===== src/rtl/population_spike_counter.sv =====
// Sums sampled neuron spikes over each simulation step and queues {frame_id, count} in a small FIFO.
// Optional tap on one neuron index is enabled by defining SPIKE_TAP_EN.
module population_spike_counter #(
    parameter int NN           = 8,
    parameter int SAMPLE_PHASE = 3,
    parameter int FIFO_AW      = 2,
    parameter int FRAME_W      = 16
) (
    input  logic                      clk,
    input  logic                      reset,
    input  logic [NN+2:0]             neuron_cnt,
    input  logic                      sim_step,
    input  logic                      spike_in,
    output logic                      out_valid,
    input  logic                      out_ready,
    output logic [FRAME_W+NN+1:0]     out_data,
    output logic                      overflow,
    input  logic                      clr_ovf,
    output logic [FIFO_AW:0]          fifo_level
`ifdef SPIKE_TAP_EN
    ,
    input  logic [NN:0]               tap_index,
    output logic                      tap_spike,
    output logic [7:0]                tap_count
`endif
);

    localparam int ACC_W = NN + 2;
    localparam int DW    = FRAME_W + ACC_W;
    localparam int DEPTH = 1 << FIFO_AW;
    localparam logic [1:0] PHASE = 2'(SAMPLE_PHASE);
    // A sample on the boundary edge can only coincide with phase 0, where it opens the new frame.
    localparam bit SPIKE_TO_NEW = (SAMPLE_PHASE == 0);

    logic [ACC_W-1:0]   acc_q, acc_d;
    logic [FRAME_W-1:0] frame_q, frame_d;
    logic               primed_q, primed_d;
    logic [FIFO_AW-1:0] wr_ptr_q, wr_ptr_d, rd_ptr_q, rd_ptr_d;
    logic [FIFO_AW:0]   level_q, level_d;
    logic               ovf_q, ovf_d;
    logic [DW-1:0]      last_q, last_d;
    logic [DW-1:0]      mem_q [DEPTH];
    logic [DW-1:0]      mem_d [DEPTH];

    logic               sample, push, pop, full, wr_en, drop;
    logic [ACC_W-1:0]   acc_sum, frame_total, acc_start;

    always_comb begin
        sample  = (neuron_cnt[1:0] == PHASE) && spike_in;
        acc_sum = acc_q + ACC_W'(sample);
        if (SPIKE_TO_NEW) begin
            frame_total = acc_q;
            acc_start   = ACC_W'(sample);
        end else begin
            frame_total = acc_sum;
            acc_start   = '0;
        end

        push  = sim_step && primed_q;
        pop   = (level_q != '0) && out_ready;
        full  = (level_q == (FIFO_AW+1)'(DEPTH));
        wr_en = push && (!full || pop);
        drop  = push && full && !pop;

        acc_d    = sim_step ? acc_start : acc_sum;
        primed_d = primed_q || sim_step;
        frame_d  = push ? frame_q + 1'b1 : frame_q;

        mem_d    = mem_q;
        wr_ptr_d = wr_ptr_q;
        rd_ptr_d = rd_ptr_q;
        last_d   = last_q;
        if (wr_en) begin
            mem_d[wr_ptr_q] = {frame_q, frame_total};
            wr_ptr_d        = wr_ptr_q + 1'b1;
        end
        if (pop) begin
            last_d   = mem_q[rd_ptr_q];
            rd_ptr_d = rd_ptr_q + 1'b1;
        end
        level_d = level_q + (FIFO_AW+1)'(wr_en) - (FIFO_AW+1)'(pop);

        // A drop on the same edge as a clear wins so the loss is never hidden.
        if (drop)         ovf_d = 1'b1;
        else if (clr_ovf) ovf_d = 1'b0;
        else              ovf_d = ovf_q;
    end

    always_ff @(posedge clk or posedge reset) begin
        if (reset) begin
            acc_q    <= '0;
            frame_q  <= '0;
            primed_q <= 1'b0;
            wr_ptr_q <= '0;
            rd_ptr_q <= '0;
            level_q  <= '0;
            ovf_q    <= 1'b0;
            last_q   <= '0;
            for (int i = 0; i < DEPTH; i++) mem_q[i] <= '0;
        end else begin
            acc_q    <= acc_d;
            frame_q  <= frame_d;
            primed_q <= primed_d;
            wr_ptr_q <= wr_ptr_d;
            rd_ptr_q <= rd_ptr_d;
            level_q  <= level_d;
            ovf_q    <= ovf_d;
            last_q   <= last_d;
            for (int i = 0; i < DEPTH; i++) mem_q[i] <= mem_d[i];
        end
    end

    assign out_valid  = (level_q != '0);
    assign out_data   = out_valid ? mem_q[rd_ptr_q] : last_q;
    assign overflow   = ovf_q;
    assign fifo_level = level_q;

`ifdef SPIKE_TAP_EN
    logic       tap_hit;
    logic       tap_spike_q, tap_spike_d;
    logic [7:0] tap_count_q, tap_count_d;

    always_comb begin
        tap_hit     = sample && (neuron_cnt[NN+2:2] == tap_index);
        tap_spike_d = tap_hit;
        tap_count_d = tap_count_q;
        if (sim_step)
            tap_count_d = (SPIKE_TO_NEW && tap_hit) ? 8'd1 : 8'd0;
        else if (tap_hit && tap_count_q != 8'hFF)
            tap_count_d = tap_count_q + 8'd1;
    end

    always_ff @(posedge clk or posedge reset) begin
        if (reset) begin
            tap_spike_q <= 1'b0;
            tap_count_q <= 8'd0;
        end else begin
            tap_spike_q <= tap_spike_d;
            tap_count_q <= tap_count_d;
        end
    end

    assign tap_spike = tap_spike_q;
    assign tap_count = tap_count_q;
`endif

endmodule


===== config.mk =====
export PLATFORM = sky130hd
export DESIGN_NAME = population_spike_counter
export DESIGN_NICKNAME = d
export VERILOG_FILES = /design/src/rtl/population_spike_counter.sv
export SDC_FILE = /design/constraint.sdc
export NUM_CORES = 1
export LEC_CHECK = 0
export CORE_AREA = 2 2 137 139
export CTS_CLUSTER_DIAMETER = 60
export DETAILED_ROUTE_END_ITERATION = 10
export DIE_AREA = 0 0 139 141
export DONT_BUFFER_PORTS = 1
export PLACE_DENSITY = 0.58
export SLEW_MARGIN = 10
export SYNTH_ARGS = -nofsm -noshare
export SYNTH_HDL_FRONTEND = slang
export SYNTH_SLANG_ARGS = --single-unit

===== constraint.sdc =====
create_clock -name clk -period 5 [get_ports clk]
set_input_delay 0.5 -clock clk [delete_from_list [all_inputs] [get_ports clk]]
set_output_delay 0.5 -clock clk [all_outputs]
set_load 0.1 [all_outputs]

==> results of run 1 <==
[sequential cells by signal, summed over array words and instances, names as in the netlist]
name        flops
mem_q         104
last_q         26
frame_q        16
acc_q          10
fifo_level      3
rd_ptr_q        2
wr_ptr_q        2
overflow        1
primed_q        1
[worst paths after layout]
path | start | endpoint | slack (ns) | depth (start not counted)
worst max-delay path | fifo_level[1] | out_data[6] | 1.51 | 3
worst min-delay path | reset | last_q[23] | -0.02 | 1
worst max register to register | fifo_level[1] | fifo_level[2] | 1.74 | 9
worst min register to register | mem_q[3] | mem_q[3] | 0.48 | 2
max in group asynchronous | reset | rd_ptr_q[0] | 3.86 | 2
min in group clk | sim_step | acc_q[0] | 0.14 | 1
[cells by family after synthesis]
kind of cell,count (synthesis)
flops,165
compound gates,38
mux,147
buf+inv,38
simple gates,92
xor+xnor,28
fa+ha+maj,10
[final cells by class]
| class | instances | area [µm²] | area share, % |
|---|---|---|---|
| Tap cell | 234 | 293 | 3.61 |
| Sequential cell | 165 | 4130 | 50.9 |
| Timing Repair Buffer | 4 | 30.0 | 0.370 |
| Inverter | 9 | 38.8 | 0.478 |
| Clock inverter | 9 | 150 | 1.85 |
| Multi-Input combinational cell | 315 | 2990 | 36.9 |
| Clock buffer | 21 | 480 | 5.92 |
[placed cells by master (no fill, tap or decap), types with 7 or more instances in the layout]
cell	synthesis	routed
sky130_fd_sc_hd__nand2_1	45	45
sky130_fd_sc_hd__clkbuf_16	0	17
sky130_fd_sc_hd__nand3_1	9	9
sky130_fd_sc_hd__inv_1	9	8
sky130_fd_sc_hd__mux4_2	26	26
sky130_fd_sc_hd__nor2_1	12	12
sky130_fd_sc_hd__xor2_1	9	9
sky130_fd_sc_hd__ha_1	9	9
sky130_fd_sc_hd__mux2_4	7	7
sky130_fd_sc_hd__o21ai_0	38	38
sky130_fd_sc_hd__dfrtp_1	165	163
sky130_fd_sc_hd__xnor2_1	19	19
sky130_fd_sc_hd__nand4_1	7	7
sky130_fd_sc_hd__mux2_2	114	114
[through the flow]
stage	total power, mW	cells	worst slack, ns
after global routing	5.08	757	1.37
after detailed placement	3.52	727	1.72
after floorplan	3.27	518	0.0383
after CTS	4.92	757	1.45
final	4.85	757	1.51
after global placement	3.47	727	1.76
[power by group]
part	leakage [nW]	internal (mW)	switching, mW	total [mW]
sequential	2.20	1.56	0.393	1.96
combinational	1.24	0.542	0.964	1.51
clock	0.307	0.881	0.507	1.39
[routing by layer]
layer / share of wire (%) / track usage, % / up-vias
met5: 0 / 0 / -
met4: 1.4 / 4.52 / 0
met3: 2.8 / 4.28 / 18
met2: 48 / 24.9 / 59
met1: 48 / 20.0 / 2144
li1: - / - / 1826
==> results_tabular.tex, run 1 <==
\begin{tabular}{lr}
\hline
Metric & Value \\
\hline
\multicolumn{2}{l}{\textbf{Placed design}} \\
\quad Port Buffer Count & 0 \\
\quad Routability-driven placement congestion ratio & 0.714 \\
\quad Cell area after placement & 0.00749 mm² \\
\quad HPWL after detailed placement & 8350 µm \\
\multicolumn{2}{l}{\textbf{Run status}} \\
\quad Run status & finished with violations \\
\quad Violated checks & hold timing \\
\multicolumn{2}{l}{\textbf{Floorplan}} \\
\quad Row cnt & 50 \\
\quad Full die area & 0.0196 mm² \\
\quad Initial core utilization & 40.0\% \\
\quad Number of I/O pins & 48 \\
\quad Core box area & 0.0183 mm² \\
\quad Die height & 141 µm \\
\quad Die Wd & 139 µm \\
\multicolumn{2}{l}{\textbf{Power}} \\
\quad Peak VDD IR & 0.580 mV \\
\quad PD cells & 597 mW/mm² \\
\quad Static power due to leakage & 3.75 nW \\
\multicolumn{2}{l}{\textbf{GRT}} \\
\quad Number of antenna violations at the first check in global routing & 0 \\
\quad Via count of the first global-routing pass & 4301 \\
\quad First-pass GRT wire length & 23000 µm \\
\quad Global-route congestion overflow total & 0 \\
\quad Largest net degree at the start of global routing & 60 \\
\quad Overall Global Routing Usage & 15.2\% \\
\multicolumn{2}{l}{\textbf{Critical path}} \\
\quad Count of buffering cells on the critical path with inverters included & 1 \\
\quad Crit. End Element & primary output \\
\quad Cell with the largest stage delay on the worst path & sky130\_fd\_sc\_hd\_\_dfrtp\_1 \\
\quad Crit path max-delay family & flip-flops \\
\quad Required @ worst endpoint & 4.50 ns \\
\quad Maximum cell stage delay along the critical path & 1.04 ns \\
\quad Startpoint class of the critical path & register \\
\quad Crit-path max FO & 27 \\
\quad Chain of cells forming the critical path & or3\_2, buf\_4, mux2\_2 \\
\quad Worst Path Class, Setup & register to primary output \\
\quad WP data arrival & 2.99 ns \\
\multicolumn{2}{l}{\textbf{Clocking}} \\
\quad Buffer type at the clock tree root & sky130\_fd\_sc\_hd\_\_clkbuf\_16 \\
\quad Clock net sink count & 165 \\
\quad TritonCTS clock tree & yes \\
\quad Number of levels the H-tree was split into & 4 \\
\quad Cts repair resizes & 0 \\
\quad Clock slew seen by the registers of the worst setup and hold paths & 0.06 ns \\
\quad Hold-fix buffers, CTS & 0 \\
\quad CTS Buf Count & 17 \\
\quad Clock Latency Late Sink & 0.42 ns \\
\quad Post CTS Setup Buffer Count & 0 \\
\quad Maximum count of clock buffers along a single path & 2 \\
\multicolumn{2}{l}{\textbf{Finish}} \\
\quad End-of-flow core utilization & 44.4\% \\
\quad Ratio of cells with drive above 1 in the final layout & 36.5\% \\
\quad Area growth from synthesis to final layout & 11.1\% \\
\quad Diode count & 0 \\
\quad Final Instance Area & 0.00812 mm² \\
\quad Nets@finish & 539 \\
\quad Filler Cell Count & 1660 \\
\multicolumn{2}{l}{\textbf{Synth}} \\
\quad Most frequently used cell type in the post-synthesis netlist & sky130\_fd\_sc\_hd\_\_dfrtp\_1 \\
\quad Cell count after synthesis & 518 \\
\quad Proportion of netlist area held by the largest area contributor & 56.5\% \\
\quad Dominant combinational cell family by area after synthesis & multiplexers \\
\quad Most used DFF post-synth & sky130\_fd\_sc\_hd\_\_dfrtp\_1 \\
\quad Number of synthesized flops with an enable pin & 0 \\
\quad Number of warnings printed during yosys synthesis & 0 \\
\quad Yosys top cell by area & sky130\_fd\_sc\_hd\_\_dfrtp\_1 \\
\quad Register bit count reported by yosys & 165 \\
\quad Post-synthesis mux area share & 27.0\% \\
\quad Arithmetic-cell share of the synthesized area counting full adders, half adders and majority gates & 1.81\% \\
\quad Post-synthesis share of cell area spent on and, or, nand and nor gates & 6.16\% \\
\quad Compound-gate portion of the synthesized area & 2.60\% \\
\quad Netlist Area Pre-Place & 0.00731 mm² \\
\quad Ranking of synthesized cells by instance count & sky130\_fd\_sc\_hd\_\_dfrtp\_1, sky130\_fd\_sc\_hd\_\_mux2\_2, sky130\_fd\_sc\_hd\_\_nand2\_1 \\
\quad Synth unique cells & 31 \\
\quad Post-synthesis share of cell area spent on xor and xnor gates & 3.36\% \\
\quad Post-synthesis sequential area ratio & 56.5\% \\
\quad Synthesized net count & 545 \\
\quad Synth top area cells & sky130\_fd\_sc\_hd\_\_dfrtp\_1, sky130\_fd\_sc\_hd\_\_mux2\_2, sky130\_fd\_sc\_hd\_\_mux4\_2, sky130\_fd\_sc\_hd\_\_o21ai\_0, sky130\_fd\_sc\_hd\_\_nand2\_1 \\
\quad Async SR Flop Fraction & 100\% \\
\quad Synthesized area per cell & 14.1 µm² \\
\multicolumn{2}{l}{\textbf{Drt}} \\
\quad DRC marker count from the first detailed-route iteration & 204 \\
\quad Routed wire per std cell & 18.5 µm \\
\quad DRC violation count after routing & 0 \\
\quad Vias/cell & 5.35 \\
\quad Via total after detailed routing & 4047 \\
\quad Pre-Repair DR Iteration Count & 4 \\
\quad Final Routed Wirelength & 14000 µm \\
\quad Final ANT Viol Nets & 0 \\
\multicolumn{2}{l}{\textbf{STA}} \\
\quad RSZ-0062 raised after global routing & false \\
\quad Worst slew pin tran & 1.06 ns \\
\quad Period Utilization, post-route & 69.9\% \\
\quad Final-layout worst hold slack & -0.0171 ns \\
\quad Setup TNS & 0 ns \\
\quad Layout Skew & 0.00772 ns \\
\quad Achievable frequency & 286 MHz \\
\quad Number of setup violations in the final report & 0 \\
\quad Fin crit period & 3.49 ns \\
\quad Max transition margin & 29.2\% \\
\quad Total count of hold-check failures in the final report & 17 \\
\quad Max Transition Viols Final & 0 \\
\multicolumn{2}{l}{\textbf{Job}} \\
\quad Count of max-cap constraint violations & 0 \\
\multicolumn{2}{l}{\textbf{Hold path}} \\
\quad Class of the tightest hold or removal check & input pin to async pin \\
\hline
\end{tabular}
No activity file was read; power rests on OpenSTA's default activity.
==> inputs of run 2 (changes only) <==
PLACE_DENSITY = 0.56   (was 0.58)
clock period = 3.65 ns   (was 5 ns; I/O delays follow)
==> results_tabular.tex, run 2 (same netlist as run 1, synthesis figures left out) <==
\begin{tabular}{lr}
\hline
Metric & Value \\
\hline
\multicolumn{2}{l}{\textbf{Run status}} \\
\quad Run status & finished clean \\
\multicolumn{2}{l}{\textbf{GRT}} \\
\quad Overall Global Routing Usage & 16.0\% \\
\quad Global-route congestion overflow total & 0 \\
\quad First-pass GRT wire length & 24300 µm \\
\quad Via count of the first global-routing pass & 4508 \\
\quad Number of antenna violations at the first check in global routing & 1 \\
\quad Largest net degree at the start of global routing & 166 \\
\multicolumn{2}{l}{\textbf{Floorplan}} \\
\quad Die Wd & 139 µm \\
\quad Number of I/O pins & 48 \\
\quad Core box area & 0.0183 mm² \\
\quad Initial core utilization & 40.0\% \\
\quad Row cnt & 50 \\
\quad Die height & 141 µm \\
\quad Full die area & 0.0196 mm² \\
\multicolumn{2}{l}{\textbf{Finish}} \\
\quad Most common cell after layout, fill and taps aside & sky130\_fd\_sc\_hd\_\_dfrtp\_1 \\
\quad Register with the most flip-flops & mem\_q \\
\quad Storage cell area & 0.00413 mm² \\
\quad Area of combinational cells with multiple inputs & 0.00299 mm² \\
\quad Non-filler cells, final & 762 \\
\quad Nets@finish & 543 \\
\quad Most used cells in the layout excluding fill and tap cells & sky130\_fd\_sc\_hd\_\_dfrtp\_1, sky130\_fd\_sc\_hd\_\_mux2\_2, sky130\_fd\_sc\_hd\_\_nand2\_1 \\
\quad Biggest regs & mem\_q (104), last\_q (26), frame\_q (16) \\
\quad Diode count & 0 \\
\quad Ratio of cells with drive above 1 in the final layout & 35.8\% \\
\quad Number of flip-flops under the largest register name & 104 \\
\quad Filler Cell Count & 1649 \\
\quad Area growth from synthesis to final layout & 10.7\% \\
\quad Final Instance Area & 0.00809 mm² \\
\multicolumn{2}{l}{\textbf{STA}} \\
\quad Number of setup violations in the final report & 0 \\
\quad Setup TNS & 0 ns \\
\quad RSZ-0062 raised after global routing & false \\
\quad Fin crit period & 2.83 ns \\
\quad Layout Skew & 0.00518 ns \\
\quad Period Utilization, post-route & 77.5\% \\
\quad Max Transition Viols Final & 0 \\
\quad Fin worst setup slack & 0.821 ns \\
\quad Max transition margin & 32.1\% \\
\quad Achievable frequency & 353 MHz \\
\quad Total count of hold-check failures in the final report & 0 \\
\quad Worst slew pin tran & 1.01 ns \\
\multicolumn{2}{l}{\textbf{Power}} \\
\quad Clock share of power & 25.9\% \\
\quad Static power due to leakage & 3.73 nW \\
\quad Peak VDD IR & 0.792 mV \\
\quad Proportion of power drawn by flip-flops and latches & 38.7\% \\
\quad Combinational Power Share & 35.4\% \\
\quad Fraction of power spent switching nets & 39.2\% \\
\quad Switching power & 2.54 mW \\
\quad Final Power & 6.47 mW \\
\quad Internal power & 3.93 mW \\
\quad PD cells & 799 mW/mm² \\
\multicolumn{2}{l}{\textbf{Clocking}} \\
\quad Buffer type at the clock tree root & sky130\_fd\_sc\_hd\_\_clkbuf\_16 \\
\quad Cts repair resizes & 0 \\
\quad Maximum count of clock buffers along a single path & 2 \\
\quad CTS Buf Count & 17 \\
\quad Post CTS Setup Buffer Count & 0 \\
\quad Clock net sink count & 165 \\
\quad TritonCTS clock tree & yes \\
\quad Hold-fix buffers, CTS & 1 \\
\quad Clock Latency Late Sink & 0.42 ns \\
\quad Clock slew seen by the registers of the worst setup and hold paths & 0.06 ns \\
\quad Number of levels the H-tree was split into & 4 \\
\multicolumn{2}{l}{\textbf{Critical path}} \\
\quad Maximum cell stage delay along the critical path & 0.71 ns \\
\quad Startpoint class of the critical path & register \\
\quad WP data arrival & 2.46 ns \\
\quad Crit-path max FO & 15 \\
\quad Cell with the largest stage delay on the worst path & sky130\_fd\_sc\_hd\_\_dfrtp\_2 \\
\quad Reg2reg path depth & 9 \\
\quad Worst Path Class, Setup & register to primary output \\
\quad Required @ worst endpoint & 3.28 ns \\
\quad Chain of cells forming the critical path & buf\_12, mux4\_2, mux2\_2 \\
\quad Crit. End Element & primary output \\
\multicolumn{2}{l}{\textbf{Drt}} \\
\quad Via total after detailed routing & 4024 \\
\quad Final ANT Viol Nets & 0 \\
\quad Routed wire per std cell & 18.5 µm \\
\quad Pre-Repair DR Iteration Count & 4 \\
\quad DRC marker count from the first detailed-route iteration & 221 \\
\quad Vias/cell & 5.28 \\
\quad DRC violation count after routing & 0 \\
\quad Final Routed Wirelength & 14100 µm \\
\multicolumn{2}{l}{\textbf{Placed design}} \\
\quad HPWL after detailed placement & 8310 µm \\
\quad Port Buffer Count & 0 \\
\quad Routability-driven placement congestion ratio & 0.690 \\
\quad Placed cell count & 730 \\
\quad Cell area after placement & 0.00753 mm² \\
\quad Pre-CTS setup slack & 0.971 ns \\
\multicolumn{2}{l}{\textbf{Job}} \\
\quad Count of max-cap constraint violations & 0 \\
\multicolumn{2}{l}{\textbf{Hold path}} \\
\quad Class of the tightest hold or removal check & input pin to async pin \\
\hline
\end{tabular}
[run 2: power groups by stage]
stage,Clock [mW],Combinational [mW],Sequential (mW)
floorplan,0,2.02,2.45
global placement,0,2.29,2.52
detailed placement,0,2.33,2.54
CTS,1.73,2.34,2.51
global route,1.81,2.45,2.56
finish,1.68,2.29,2.50
[run 2: layout make-up]
class	instances	area share, %
sequential	165	51.1
timing repair buffer	8	1.08
clock inverter	4	0.557
inverter	9	0.464
multi-input combinational	315	37.0
tap	234	3.62
clock buffer	27	6.22
[run 2: worst paths after layout]
path                       slack [ns]          start            end
max                              0.82    rd_ptr_q[0]   out_data[19]
min                              0.01          reset     last_q[14]
max reg2reg                      1.03  fifo_level[1]  fifo_level[2]
min reg2reg                      0.48      mem_q[80]      mem_q[80]
max in group asynchronous        2.85          reset    rd_ptr_q[1]
min in group clk                 0.05       sim_step       primed_q
[run 2: critical path: cells and delay by family (launching register included)]
family	cells	cell delay, ns
buf+inv	1	0.26
flops	1	0.71
mux	2	1.07
[run 2: per-stage QoR]
| step | util [%] | hold slack [ns] |
|---|---|---|
| 2_1_floorplan | - | 0.431 |
| 3_3_place_gp | 41.2 | 0.434 |
| 3_5_place_dp | 41.2 | 0.435 |
| 4_1_cts | 44.3 | 0.0265 |
| 5_1_grt | 44.3 | 0.0293 |
| 6_report | 44.3 | 0.0141 |
[run 2: layer usage]
metal	vias to the layer above	global-route usage, %	part of all wire [%]
li1	1836	-	-
met1	2117	20.6	46
met2	46	26.4	50
met3	23	3.60	2.4
met4	2	6.33	2.2
met5	-	0	0.085
